==> config.mk <==
export PLATFORM = sky130hd
export DESIGN_NAME = falafel_req_parser_q
export DESIGN_NICKNAME = d
export VERILOG_FILES = /design/src/rtl/falafel_pkg.sv /design/src/rtl/falafel_fifo_lvl.sv /design/src/rtl/falafel_req_parser_q.sv
export SDC_FILE = /design/constraint.sdc
export NUM_CORES = 1
export LEC_CHECK = 0
export BUFFER_PORTS_ARGS = -buffer_cell sky130_fd_sc_hd__buf_2
export CAP_MARGIN = 20
export CORE_UTILIZATION = 36
export DETAILED_ROUTE_END_ITERATION = 8
export HOLD_SLACK_MARGIN = 0.1
export PLACE_DENSITY_LB_ADDON = 0.25
export REMOVE_ABC_BUFFERS = 1
export SLEW_MARGIN = 20
export SYNTH_ARGS = -nofsm -noshare
export SYNTH_HDL_FRONTEND = slang
export SYNTH_SLANG_ARGS = --single-unit
==> constraint.sdc <==
create_clock -name clk_i -period 3.25 [get_ports clk_i]
set_input_delay 0.1625 -clock clk_i [delete_from_list [all_inputs] [get_ports clk_i]]
set_output_delay 0.1625 -clock clk_i [all_outputs]
set_load 0.1 [all_outputs]
==> src/rtl/falafel_pkg.sv <==
// Shared types for the falafel request path: header layouts, queue entries and opcodes.
package falafel_pkg;

   localparam int DATA_W        = 64;
   localparam int OPCODE_W      = 8;
   localparam int MSG_ID_SIZE   = 8;
   localparam int REG_ADDR_SIZE = 8;

   typedef enum logic [OPCODE_W-1:0] {
      REQ_ALLOC_MEM       = 8'h01,
      REQ_FREE_MEM        = 8'h02,
      REQ_ACCESS_REGISTER = 8'h03,
      REQ_READ_REGISTER   = 8'h04
   } opcode_e;

   typedef struct packed {
      logic [OPCODE_W-1:0]                     opcode;
      logic [MSG_ID_SIZE-1:0]                  id;
      logic [DATA_W-OPCODE_W-MSG_ID_SIZE-1:0]  rsvd;
   } base_header_t;

   typedef struct packed {
      logic [OPCODE_W-1:0]                                   opcode;
      logic [MSG_ID_SIZE-1:0]                                id;
      logic [REG_ADDR_SIZE-1:0]                              addr;
      logic [DATA_W-OPCODE_W-MSG_ID_SIZE-REG_ADDR_SIZE-1:0]  rsvd;
   } config_reg_header_t;

   typedef struct packed {
      logic [MSG_ID_SIZE-1:0] id;
      logic [DATA_W-1:0]      payload;
   } alloc_entry_t;

   typedef struct packed {
      logic [MSG_ID_SIZE-1:0]   id;
      logic [REG_ADDR_SIZE-1:0] addr;
   } cfg_rd_req_t;

endpackage

==> src/rtl/falafel_fifo_lvl.sv <==
// Registered-pointer FIFO with occupancy output; pushes become visible one cycle later.
module falafel_fifo_lvl #(
   parameter int DATA_W      = 8,
   parameter int NUM_ENTRIES = 4
) (
   input  logic                             clk_i,
   input  logic                             rst_ni,
   input  logic                             push_i,
   input  logic [DATA_W-1:0]                push_data_i,
   output logic                             full_o,
   output logic                             pop_val_o,
   input  logic                             pop_rdy_i,
   output logic [DATA_W-1:0]                pop_data_o,
   output logic [$clog2(NUM_ENTRIES):0]     level_o
);

   localparam int PTR_W = $clog2(NUM_ENTRIES);

   logic [DATA_W-1:0] mem_r [NUM_ENTRIES];
   logic [PTR_W:0]    wr_ptr_r;
   logic [PTR_W:0]    rd_ptr_r;
   logic              empty_s;
   logic              full_s;
   logic              push_s;
   logic              pop_s;

   // The extra MSB separates full (same index, different lap) from empty.
   assign empty_s = (wr_ptr_r == rd_ptr_r);
   assign full_s  = (wr_ptr_r[PTR_W] != rd_ptr_r[PTR_W]) &&
                    (wr_ptr_r[PTR_W-1:0] == rd_ptr_r[PTR_W-1:0]);
   assign push_s  = push_i && !full_s;
   assign pop_s   = !empty_s && pop_rdy_i;

   assign full_o     = full_s;
   assign pop_val_o  = !empty_s;
   assign pop_data_o = mem_r[rd_ptr_r[PTR_W-1:0]];
   assign level_o    = wr_ptr_r - rd_ptr_r;

   // Pointer update
   always_ff @(posedge clk_i or negedge rst_ni) begin
      if (!rst_ni) begin
         wr_ptr_r <= {(PTR_W+1){1'b0}};
         rd_ptr_r <= {(PTR_W+1){1'b0}};
      end else begin
         if (push_s) wr_ptr_r <= wr_ptr_r + {{PTR_W{1'b0}}, 1'b1};
         else        wr_ptr_r <= wr_ptr_r;
         if (pop_s)  rd_ptr_r <= rd_ptr_r + {{PTR_W{1'b0}}, 1'b1};
         else        rd_ptr_r <= rd_ptr_r;
      end
   end

   // Entry storage, cleared so the head reads zero out of reset
   always_ff @(posedge clk_i or negedge rst_ni) begin
      if (!rst_ni) begin
         for (int i = 0; i < NUM_ENTRIES; i++) mem_r[i] <= {DATA_W{1'b0}};
      end else if (push_s) begin
         mem_r[wr_ptr_r[PTR_W-1:0]] <= push_data_i;
      end else begin
         mem_r <= mem_r;
      end
   end

endmodule

==> src/rtl/falafel_req_parser_q.sv <==
// Host request parser: decodes headers, queues alloc/free payloads, issues config writes/reads
// and counts unknown opcodes.
module falafel_req_parser_q
   import falafel_pkg::*;
#(
   parameter int FIFO_DEPTH = 4,
   parameter int CNT_W      = 8
) (
   input  logic                            clk_i,
   input  logic                            rst_ni,
   input  logic                            req_val_i,
   output logic                            req_rdy_o,
   input  logic [DATA_W-1:0]               req_data_i,
   output logic                            alloc_req_val_o,
   input  logic                            alloc_req_rdy_i,
   output alloc_entry_t                    alloc_req_data_o,
   output logic                            free_req_val_o,
   input  logic                            free_req_rdy_i,
   output alloc_entry_t                    free_req_data_o,
   output logic [$clog2(FIFO_DEPTH):0]     alloc_level_o,
   output logic [$clog2(FIFO_DEPTH):0]     free_level_o,
   output logic                            cfg_wr_val_o,
   output logic [REG_ADDR_SIZE-1:0]        cfg_wr_addr_o,
   output logic [DATA_W-1:0]               cfg_wr_data_o,
   output logic                            cfg_rd_val_o,
   input  logic                            cfg_rd_rdy_i,
   output logic [REG_ADDR_SIZE-1:0]        cfg_rd_addr_o,
   output logic [MSG_ID_SIZE-1:0]          cfg_rd_id_o,
   output logic                            bad_opcode_o,
   output logic [CNT_W-1:0]                bad_opcode_cnt_o
);

   typedef enum logic [2:0] {
      ST_HDR   = 3'd0,
      ST_ALLOC = 3'd1,
      ST_FREE  = 3'd2,
      ST_CFGWR = 3'd3,
      ST_CFGRD = 3'd4
   } state_e;

   state_e                    state_r, state_nxt_s;
   cfg_rd_req_t               hdr_r;
   logic [OPCODE_W-1:0]       hdr_op_s;
   logic [MSG_ID_SIZE-1:0]    hdr_id_s;
   logic [REG_ADDR_SIZE-1:0]  hdr_addr_s;
   logic                      req_rdy_s;
   logic                      alloc_push_s, free_push_s;
   logic                      alloc_full_s, free_full_s;
   logic                      hdr_bad_s;
   logic                      cfg_wr_val_r;
   logic [REG_ADDR_SIZE-1:0]  cfg_wr_addr_r;
   logic [DATA_W-1:0]         cfg_wr_data_r;
   logic                      cfg_rd_val_r;
   logic                      bad_r;
   logic [CNT_W-1:0]          cnt_r;
   alloc_entry_t              push_entry_s;

   // Header fields, laid out as in config_reg_header_t
   assign hdr_op_s   = req_data_i[DATA_W-1 -: OPCODE_W];
   assign hdr_id_s   = req_data_i[DATA_W-OPCODE_W-1 -: MSG_ID_SIZE];
   assign hdr_addr_s = req_data_i[DATA_W-OPCODE_W-MSG_ID_SIZE-1 -: REG_ADDR_SIZE];

   assign push_entry_s = '{id: hdr_r.id, payload: req_data_i};

   // Next-state decode, ready and queue push; ready depends on state/occupancy only
   always_comb begin
      state_nxt_s  = state_r;
      req_rdy_s    = 1'b0;
      alloc_push_s = 1'b0;
      free_push_s  = 1'b0;
      hdr_bad_s    = 1'b0;
      case (state_r)
         ST_HDR: begin
            req_rdy_s = 1'b1;
            if (req_val_i) begin
               case (hdr_op_s)
                  REQ_ALLOC_MEM:       state_nxt_s = ST_ALLOC;
                  REQ_FREE_MEM:        state_nxt_s = ST_FREE;
                  REQ_ACCESS_REGISTER: state_nxt_s = ST_CFGWR;
                  REQ_READ_REGISTER:   state_nxt_s = ST_CFGRD;
                  default:             hdr_bad_s   = 1'b1;
               endcase
            end else begin
               state_nxt_s = ST_HDR;
            end
         end
         ST_ALLOC: begin
            req_rdy_s = !alloc_full_s;
            if (req_val_i && !alloc_full_s) begin
               alloc_push_s = 1'b1;
               state_nxt_s  = ST_HDR;
            end else begin
               state_nxt_s = ST_ALLOC;
            end
         end
         ST_FREE: begin
            req_rdy_s = !free_full_s;
            if (req_val_i && !free_full_s) begin
               free_push_s = 1'b1;
               state_nxt_s = ST_HDR;
            end else begin
               state_nxt_s = ST_FREE;
            end
         end
         ST_CFGWR: begin
            req_rdy_s = 1'b1;
            if (req_val_i) state_nxt_s = ST_HDR;
            else           state_nxt_s = ST_CFGWR;
         end
         ST_CFGRD: begin
            req_rdy_s = 1'b0;
            if (cfg_rd_rdy_i) state_nxt_s = ST_HDR;
            else              state_nxt_s = ST_CFGRD;
         end
         default: begin
            state_nxt_s = ST_HDR;
         end
      endcase
   end

   // State register and header id/addr latch
   always_ff @(posedge clk_i or negedge rst_ni) begin
      if (!rst_ni) begin
         state_r <= ST_HDR;
         hdr_r   <= '{id: {MSG_ID_SIZE{1'b0}}, addr: {REG_ADDR_SIZE{1'b0}}};
      end else begin
         state_r <= state_nxt_s;
         if (state_r == ST_HDR && req_val_i) hdr_r <= '{id: hdr_id_s, addr: hdr_addr_s};
         else                                hdr_r <= hdr_r;
      end
   end

   // Config write strobe/data and read-request valid
   always_ff @(posedge clk_i or negedge rst_ni) begin
      if (!rst_ni) begin
         cfg_wr_val_r  <= 1'b0;
         cfg_wr_addr_r <= {REG_ADDR_SIZE{1'b0}};
         cfg_wr_data_r <= {DATA_W{1'b0}};
         cfg_rd_val_r  <= 1'b0;
      end else begin
         cfg_wr_val_r <= (state_r == ST_CFGWR) && req_val_i;
         if (state_r == ST_CFGWR && req_val_i) begin
            cfg_wr_addr_r <= hdr_r.addr;
            cfg_wr_data_r <= req_data_i;
         end else begin
            cfg_wr_addr_r <= cfg_wr_addr_r;
            cfg_wr_data_r <= cfg_wr_data_r;
         end
         cfg_rd_val_r <= (state_nxt_s == ST_CFGRD);
      end
   end

   // Unknown-opcode pulse and saturating counter
   always_ff @(posedge clk_i or negedge rst_ni) begin
      if (!rst_ni) begin
         bad_r <= 1'b0;
         cnt_r <= {CNT_W{1'b0}};
      end else begin
         bad_r <= hdr_bad_s;
         if (hdr_bad_s && cnt_r != {CNT_W{1'b1}}) cnt_r <= cnt_r + {{(CNT_W-1){1'b0}}, 1'b1};
         else                                    cnt_r <= cnt_r;
      end
   end

   falafel_fifo_lvl #(
      .DATA_W      ($bits(alloc_entry_t)),
      .NUM_ENTRIES (FIFO_DEPTH)
   ) u_alloc_q (
      .clk_i       (clk_i),
      .rst_ni      (rst_ni),
      .push_i      (alloc_push_s),
      .push_data_i (push_entry_s),
      .full_o      (alloc_full_s),
      .pop_val_o   (alloc_req_val_o),
      .pop_rdy_i   (alloc_req_rdy_i),
      .pop_data_o  (alloc_req_data_o),
      .level_o     (alloc_level_o)
   );

   falafel_fifo_lvl #(
      .DATA_W      ($bits(alloc_entry_t)),
      .NUM_ENTRIES (FIFO_DEPTH)
   ) u_free_q (
      .clk_i       (clk_i),
      .rst_ni      (rst_ni),
      .push_i      (free_push_s),
      .push_data_i (push_entry_s),
      .full_o      (free_full_s),
      .pop_val_o   (free_req_val_o),
      .pop_rdy_i   (free_req_rdy_i),
      .pop_data_o  (free_req_data_o),
      .level_o     (free_level_o)
   );

   assign req_rdy_o        = req_rdy_s;
   assign cfg_wr_val_o     = cfg_wr_val_r;
   assign cfg_wr_addr_o    = cfg_wr_addr_r;
   assign cfg_wr_data_o    = cfg_wr_data_r;
   assign cfg_rd_val_o     = cfg_rd_val_r;
   assign cfg_rd_addr_o    = hdr_r.addr;
   assign cfg_rd_id_o      = hdr_r.id;
   assign bad_opcode_o     = bad_r;
   assign bad_opcode_cnt_o = cnt_r;

endmodule

* Word level (Yosys, flattened, before mapping)
Index checks and enable logic that the tools add are counted.
** Storage, ports and cells
- Register bits after elaboration :: 690
- Bits of input ports :: 70
- Output and inout port bits :: 252
- Word-level logic and storage cells :: 101
** Cells by class
- Add/subtract/negate cells :: 7
- Magnitude comparators :: 6
- Equality and inequality tests :: 16
- Muxes and demuxes :: 27
- Bitwise operators :: 4
- Reductions and logical operators :: 20
** Operator list (count)
- $bwmux W288 :: 2
- $mux W72 :: 6
- $bmux W72 S2 :: 2
- $demux W72 S2 :: 2
- $eq A8 B2 Y1 const B :: 2
- $pmux W3 S5 :: 1
- $logic_and A1 B1 Y1 :: 13
- $add A3 B1 Y3 const B :: 4
- $ge A3 B3 Y1 const B :: 4
- $not A2 Y3 :: 4
- $pmux W3 S4 :: 1
- $add A8 B1 Y8 const B :: 1
- $eq A8 B1 Y1 const B :: 1
- $eq A8 B3 Y1 const B :: 1
- $mux W1 :: 8
- $ne A8 B8 Y1 const B :: 1
- $eq A3 B2 Y1 const B :: 2
- $eq A3 B3 Y1 :: 2
- $eq A3 B3 Y1 const B :: 2
- $lt A3 B1 Y1 const B :: 2
- $mux W3 :: 2
- $sub A3 B3 Y3 :: 2
- $eq A2 B2 Y1 :: 2
- $logic_not A1 Y1 :: 4
- 7 further kinds :: 9

* Logic depth before layout (Yosys ltp)
Gate-level depths: netlist (run 1).
- Word-level depth :: 7
- Gate-level depth with buffers :: 8
- Mapped depth without buffers :: 5

* By module
From an unflattened synthesis (run 1), not the netlist that was laid out.
** Unflattened totals
- Cells, all modules :: 1738
- Area, all modules :: 30035.1 um^2
** By module, submodules not included
- falafel_fifo_lvl at u_alloc_q :: times used 1, cells each 740, area each 13037.5 um^2
- falafel_fifo_lvl at u_free_q :: times used 1, cells each 741, area each 13036.3 um^2
- falafel_req_parser_q :: times used 1, cells each 257, area each 3961.3 um^2

* Worst setup path before layout (run 1)
OpenSTA, ideal clock, no wires.
- Path type :: register to output
- Start :: register u_free_q.rd_ptr_r[1]
- End :: output req_rdy_o
- Data arrival time :: 3868 ps
- Data required time :: 3087 ps
- Path slack :: -781 ps
- Stages on the path, launching flop included :: 8
- Path buffers :: 2
- Cells stage by stage :: dfrtp_1 -> clkbuf_1 -> clkbuf_1 -> inv_1 -> ha_1 -> nand3_1 -> nor3b_1 -> a211oi_1
** Between the ends
- Word-level cells in the longest chain between the ends :: 4
** RTL lines
- start: declaration :: line falafel_fifo_lvl.sv:21 : logic [PTR_W:0] rd_ptr_r;
- start signal: assignment :: line falafel_fifo_lvl.sv:43 : rd_ptr_r <= {(PTR_W+1){1'b0}};
- start signal: assignment :: line falafel_fifo_lvl.sv:47 : if (pop_s) rd_ptr_r <= rd_ptr_r + {{PTR_W{1'b0}}, 1'b1};
- start signal: assignment :: line falafel_fifo_lvl.sv:48 : else rd_ptr_r <= rd_ptr_r;
- $eq A2 B2 Y1 :: line falafel_fifo_lvl.sv:30 : (wr_ptr_r[PTR_W-1:0] == rd_ptr_r[PTR_W-1:0]);
- $logic_and A1 B1 Y1 :: line falafel_fifo_lvl.sv:29 : assign full_s = (wr_ptr_r[PTR_W] != rd_ptr_r[PTR_W]) &&
- $logic_not A1 Y1 :: line falafel_req_parser_q.sv:97 : req_rdy_s = !free_full_s;
- $pmux W1 S3 :: line falafel_req_parser_q.sv:72 : case (state_r)
- end: declaration :: line falafel_req_parser_q.sv:12 : output logic req_rdy_o,
No other way between the ends.

* Final worst setup path (run 1)
- Start :: register state_r[0]
- End :: register state_r[2]
** Between the ends
- Word-level cells in the longest chain between the ends :: 2
- Elaborated cells between the ends (all ways) :: 6
- Classes of those cells :: 4 x eq/ne; 1 x mux; 1 x reduce/logical
** RTL lines
- start: declaration :: line falafel_req_parser_q.sv:41 : state_e state_r, state_nxt_s;
- start signal: assignment :: line falafel_req_parser_q.sv:127 : state_r <= state_nxt_s;
- $eq A3 B3 Y1 (tied with other cells) :: line falafel_req_parser_q.sv:72
- $pmux W3 S5 * :: line falafel_req_parser_q.sv:72
- net state_nxt_s[2] :: line falafel_req_parser_q.sv:41
The timed path passes the listed nets; every way through them passes the cells marked *.
A chain may end at the register's enable or synchronous reset.

==> results of run 1 <==
==> final timing paths <==
kind,depth (start not counted),startpoint,endpoint
max in group asynchronous,4,rst_ni,u_free_q.mem_r[28]$_DFFE_PN0P_
min in group clk_i,4,req_data_i[42],cfg_rd_addr_o[2]$_DFFE_PN0P_
setup / recovery,6,state_r[0]$_DFF_PN0_,state_r[2]$_DFF_PN0_
hold reg to reg,1,u_alloc_q.mem_r[114]$_DFFE_PN0P_,u_alloc_q.mem_r[114]$_DFFE_PN0P_
hold / removal,2,rst_ni,u_free_q.rd_ptr_r[1]$_DFFE_PN0P_
setup reg to reg,6,state_r[0]$_DFF_PN0_,state_r[2]$_DFF_PN0_
==> kinds of logic after synthesis <==
family | synth area share, %
XOR/XNOR | 0.564
flip-flops | 58.6
adder cells (fa/ha/maj) | 0.772
AO/OA/AOI/OAI | 0.424
buffers and inverters | 2.10
AND/OR/NAND/NOR | 1.64
multiplexers | 35.9
==> routing by layer <==
layer / track usage (%) / vias up / wire length (microns)
li1: - / 7353 / -
met1: 21.9 / 8976 / 29900
met2: 31.3 / 297 / 37400
met3: 3.67 / 110 / 3030
met4: 4.87 / 0 / 1710
met5: 0 / - / 0
==> synthesized netlist by cell type <==
cell type	n	area (sq um)
nor4b_2	1	15.0
xnor2_1	12	105
or4b_2	1	10.0
a211oi_1	1	7.51
xor2_1	7	61.3
nor2b_1	1	6.26
o211ai_1	1	7.51
and3_1	1	6.26
nand2b_1	1	6.26
buf_2	70	350
ha_1	15	188
buf_1	10	37.5
nor4_1	2	12.5
buf_4	1	7.51
fa_1	2	40.0
dfrtp_1	690	17300
nand4_1	1	6.26
a31oi_2	1	12.5
nand2_2	4	25.0
inv_1	13	48.8
nor3b_1	1	7.51
mux2_1	27	304
nand3_1	9	45.0
nor2_2	1	6.26
a311oi_4	1	26.3
clkbuf_2	11	55.1
nor2_1	9	33.8
a22o_1	1	8.76
nor4b_4	1	23.8
mux4_2	144	3240
a32o_1	1	10.0
or4_4	1	11.3
nand3b_1	1	7.51
nand2_1	60	225
o21ai_0	7	35.0
a32oi_1	1	8.76
nor3_1	5	25.0
mux2_2	626	7050
nand4bb_1	1	11.3
clkbuf_1	32	120
o2111ai_1	1	8.76
==> worst max-delay path: stages (launching register included) <==
cell and delay [ns]:
dfrtp_1 0.54, or4b_2 0.98, buf_4 0.33, nor3_1 0.18
a32oi_1 0.13, dlygate4sd3_1 0.59, nor2_1 0.11
==> where the power goes <==
group | internal [mW] | total (mW) | leakage, nW | switching (mW)
logic | 1.78 | 6.32 | 7.79 | 4.54
clock network | 5.41 | 8.95 | 1.28 | 3.55
registers | 9.12 | 9.46 | 9.51 | 0.341
==> cell usage in the layout (no fill, tap or decap), types with 3 or more instances in the layout <==
master | netlist | final
dfrtp_4 | 0 | 4
inv_1 | 13 | 13
buf_4 | 1 | 32
clkinv_2 | 0 | 6
nand3_1 | 9 | 8
dlygate4sd3_1 | 0 | 70
mux2_1 | 27 | 27
xnor2_1 | 12 | 12
ha_1 | 15 | 15
clkinvlp_4 | 0 | 3
dfrtp_1 | 690 | 686
xor2_1 | 7 | 7
bufinv_16 | 0 | 6
clkbuf_8 | 0 | 16
clkbuf_16 | 0 | 80
mux4_2 | 144 | 144
clkbuf_1 | 32 | 25
buf_12 | 0 | 19
buf_2 | 70 | 320
nor3_1 | 5 | 5
nand2_1 | 60 | 56
mux2_2 | 626 | 626
nand2_4 | 0 | 8
nor2_1 | 9 | 9
o21ai_0 | 7 | 7
==> flip-flops by register name, summed over array words and instances (netlist names), 8 cells and up <==
signal / count
cfg_wr_addr_o: 8
cfg_rd_id_o: 8
cfg_rd_addr_o: 8
cfg_wr_data_o: 64
bad_opcode_cnt_o: 8
u_alloc_q.mem_r: 288
u_free_q.mem_r: 288
==> cell type report <==
| type | count | share of cell area, % |
|---|---|---|
| diodes | 1 | 0.00697 |
| clock buffers | 121 | 6.45 |
| clock inverters | 20 | 0.902 |
| inverters | 13 | 0.136 |
| multi-input cells | 949 | 32.5 |
| flip-flops and latches | 690 | 48.1 |
| well taps | 1060 | 3.69 |
| repair buffers | 442 | 8.18 |
==> timing repair <==
item	in CTS	in global routing
hold buffers	70	0
gates resized for setup	0	0
endpoints found under the hold margin	688	0
==> metrics by stage <==
step / setup WS, ns / area, sq um / TNS, ns / utilization [%] / cells
after detailed placement: 0.789 / 32600 / 0 / 40.3 / 3084
after global routing: 0.171 / 35900 / 0 / 44.4 / 3296
final: 0.308 / 35900 / 0 / 44.4 / 3296
after floorplan: -2.80 / 28900 / -1468.39 / - / 1652
after CTS: 0.308 / 35900 / 0 / 44.4 / 3295
after global placement: 0.849 / 32600 / 0 / 40.3 / 3084
==> summary.txt, run 1 <==
CTS
  • Num CTS Buffers: between 70 and 80
  • TritonCTS Sinks: slightly below 700
  • Clock Pin Slew Worst Setup and Hold Paths: 0.06 ns
  • Post-CTS Setup Repair Bufs: 0
  • Clk buf depth: 3
  • Insertion delay to the later sink of the worst-skew pair: approximately 0.62 ns
  • Root Driver: clkbuf_16
  • Htree depth: 3
  • CTS tree: built

GRT
  • Grt total ovfl: 0
  • Total global-route track usage: 17.7%
  • Initial antenna violation count: 1
  • Vias in the first global route: around 19000
  • First-pass GRT wire length: approximately 110000 microns
  • Largest net degree at the start of global routing: 97

Detailed routing
  • First-pass DRT Iterations: 9
  • # DRC: 17
  • Via density per instance: 5.08
  • Post-route ant nets: 0
  • Iteration-0 DRC Markers: approximately 630
  • Via count: roughly 17000
  • Routed WL per cell: 21.9 microns
  • Final WL: just over 70000 microns

Power and ir drop
  • Maximum VDD drop: between 0.6 and 0.7 mV
  • P per Cell Area: a little under 700 nW/um^2
  • Power, Total: around 25 mW
  • Leak Pwr: between 15 and 20 nW

Placed design
  • # port buffers: 321
  • HPWL after DPL: roughly 45000 microns
  • GPL Wtd Cong: 0.720

STA
  • Max frequency: around 0.34 GHz
  • Final Hold Fails: 0
  • Period utilisation layout: about nine tenths
  • Worst slew margin: approximately two fifths
  • Tmin final: between 2 and 3 ns
  • RSZ-0062 raised after global routing: no
  • Hold WS: approximately 0.21 ns
  • Worst-margin pin slew: slightly below 0.9 ns
  • Final slew viol count: 0
  • Clock skew: around 0.022 ns
  • # setup viols final: 0

Critical path
  • Startpoint Class: flop
  • Crit path arrival time: 3.47 ns
  • WP data required: roughly 3.8 ns
  • Setup Crit Path Kind: reg2reg
  • CP max FO: 12
  • Setup crit end kind: flop
  • R2r setup slk: roughly 0.3 ns

Floorplan
  • Num rows: 104
  • Initial Util: 36.5%
  • Io pins: between 300 and 400
  • Die Y: approximately 290 microns
  • Full die area: 83100 sq um
  • Die Wd: roughly 290 microns
  • Core area: just over 80000 sq um

Logic synthesis
  • Synthesized instance count: between 1500 and 2000
  • Yosys warning count: 0
  • Synth unique cells: 41
  • Seq/Total Area, Yosys: approximately three fifths
  • FF+latch count, synth: just under 700
  • Synth Cell Area: around 29000 sq um
  • Post-Syn Area per Cell: ~17 sq um

Worst hold path
  • Hold crit path type: in2async

Status
  • Violated checks: design-rule violations
  • Outcome: finished with violations

Cells and area
  • Layout cell share with drive strength beyond 1: around 57%
  • Fill count: 7118
  • Synth-to-layout area growth: 21.8%
  • Sequential cell area: about 17000 sq um
  • Area of the multi-input gates: ~12000 sq um
  • Layout Nets: approximately 2300

Job
  • Max-cap violations: 0
(Power assumes the default switching activity.)
==> run 2: changes to the inputs <==
- CORE_ASPECT_RATIO: not set -> 0.7
- PLACE_DENSITY_LB_ADDON: 0.25 -> not set
- RECOVER_POWER: not set -> 25
==> summary.txt, run 2 (synthesis results as in run 1) <==
CTS
  • Post_cts resized: 0
  • Htree depth: 3
  • Clock Pin Slew Worst Setup and Hold Paths: about 0.060 ns
  • Insertion delay to the later sink of the worst-skew pair: 0.61 ns
  • CTS tree: built
  • Root Driver: clkbuf_16
  • Clk buf depth: 3
  • Num CTS Buffers: 73
  • TritonCTS Sinks: roughly 700

GRT
  • Initial antenna violation count: 0
  • Grt total ovfl: 0
  • Largest net degree at the start of global routing: 96
  • First-pass GRT wire length: approximately 110000 microns
  • Total global-route track usage: a little under a fifth
  • Vias in the first global route: approximately 18000

Critical path
  • Setup Crit Path Kind: reg2out
  • Setup crit end kind: primary output
  • R2R depth: 5
  • CP max FO: between 40 and 50
  • Crit path arrival time: approximately 2.8 ns
  • Startpoint Class: flop
  • WP data required: 3.09 ns

STA
  • Worst-margin pin slew: 2.15 ns
  • Worst slew margin: -43.4%
  • Period utilisation layout: between 80% and 90%
  • Clock skew: roughly 0.018 ns
  • Max frequency: roughly 0.34 GHz
  • Final Hold Fails: 0
  • RSZ-0062 raised after global routing: no
  • Tmin final: a little under 3 ns
  • # setup viols final: 0
  • Final slew viol count: 67

Cells and area
  • Commonest non-fill, non-tap cells in the layout: dfrtp_1 (686), mux2_2 (626), buf_2 (320)
  • Finished Layout Cells: 3290
  • Sequential cell area: 17300 sq um
  • Final core occ: approximately 44%
  • Area of the multi-input gates: roughly 12000 sq um
  • ANT cells: 0
  • Synth-to-layout area growth: 20.9%
  • Most common cell after layout, fill and taps aside: dfrtp_1
  • Layout cell share with drive strength beyond 1: between 50 and 60%
  • Layout Nets: ~2300
  • Fill count: 7159

Power and ir drop
  • Leak Pwr: 18.5 nW
  • P per Cell Area: 687 nW/um^2
  • Maximum VDD drop: 0.631 mV

Floorplan
  • Die Wd: roughly 340 microns
  • Die Y: approximately 240 microns
  • Initial Util: a little over a third
  • Num rows: just under 90
  • Io pins: approximately 320
  • Core area: approximately 81000 sq um
  • Full die area: just over 80000 sq um

Status
  • Outcome: finished with violations
  • Violated checks: max-capacitance violations, max-slew violations

Detailed routing
  • Via count: around 17000
  • # DRC: 0
  • Iteration-0 DRC Markers: between 700 and 800
  • Post-route ant nets: 0
  • Final WL: about 74000 microns
  • Via density per instance: 5.20
  • First-pass DRT Iterations: 6
  • Routed WL per cell: 22.5 microns

Placed design
  • # port buffers: 321
  • HPWL after DPL: between 40000 and 50000 microns
  • GPL Wtd Cong: between 0.7 and 0.8
  • Cells after DPL: between 3000 and 4000

Job
  • Max-cap violations: 1

Worst hold path
  • Hold crit path type: in2reg
  • Hold Path Cell Cnt: 4
## run 2: changes by cell type in the layout (fill, tap and decap cells not counted), sizes merged
| cell | delta |
|---|---|
| dlygate4sd3 | +1 |
| diode | -1 |
| buf | -13 |
| bufinv | -2 |
| clkinv | +3 |
| clkinvlp | -3 |
| inv | -1 |
| clkbuf | +2 |
## run 2: final timing paths
check                                                 startpoint                                to  slack [ns]
min in group asynchronous                                 rst_ni     cfg_wr_data_o[35]$_DFFE_PN0P_        0.73
worst min register to register  u_alloc_q.mem_r[114]$_DFFE_PN0P_  u_alloc_q.mem_r[114]$_DFFE_PN0P_        0.49
worst min-delay path                              req_data_i[44]      cfg_rd_addr_o[4]$_DFFE_PN0P_        0.40
worst max register to register              state_r[0]$_DFF_PN0_              state_r[1]$_DFF_PN0_        0.39
worst max-delay path            u_free_q.rd_ptr_r[1]$_DFFE_PN0P_                   free_level_o[2]        0.33
max in group asynchronous                                 rst_ni   u_free_q.mem_r[267]$_DFFE_PN0P_        0.66
## run 2: cell type report
class | instances | share of cell area [%]
clock buffers | 114 | 6.48
clock inverters | 17 | 0.540
inverters | 13 | 0.137
multi-input cells | 949 | 32.7
flip-flops and latches | 690 | 48.5
well taps | 1068 | 3.75
repair buffers | 439 | 7.89
## run 2: power by group
group	total, mW	switching [mW]	internal (mW)
registers	9.46	0.343	9.12
clock network	8.63	3.44	5.20
logic	6.39	4.61	1.78
## run 2: per-stage QoR
| stage | worst slack [ns] | setup TNS, ns | hold slack, ns | instance area (sq um) | total power [mW] |
|---|---|---|---|---|---|
| 3_3_place_gp | 0.824 | 0 | 0.204 | 32500 | 15.9 |
| 6_report | 0.326 | 0 | 0.397 | 35700 | 24.5 |
| 5_1_grt | 0.177 | 0 | 0.405 | 35700 | 25.5 |
| 3_5_place_dp | 0.769 | 0 | 0.210 | 32500 | 16.0 |
| 2_1_floorplan | -2.80 | -1468.39 | -0.133 | 28900 | 14.4 |
| 4_1_cts | 0.248 | 0 | 0.143 | 35700 | 24.9 |
## run 2: metal layers
layer / part of all wire (%) / wire (microns) / up-vias / GRT usage (%)
li1: - / - / 7324 / -
met1: 46 / 33800 / 9298 / 24.6
met2: 47 / 35000 / 375 / 28.9
met3: 4.9 / 3600 / 101 / 4.33
met4: 2.0 / 1520 / 0 / 4.49
met5: 0 / 0 / - / 0
## run 2: what timing repair did
action                                  4_1_cts  5_1_grt
hold buffers                                 71        0
buffers inserted                              0        0
endpoints found under the hold margin       695        0
endpoints found under the setup margin        0        0
## run 2: critical path, stage by stage, from the launching register on
cell and delay (ns):
dfrtp_4 0.48, buf_4 0.38, fa_1 0.54, xnor2_1 0.26, buf_2 0.48
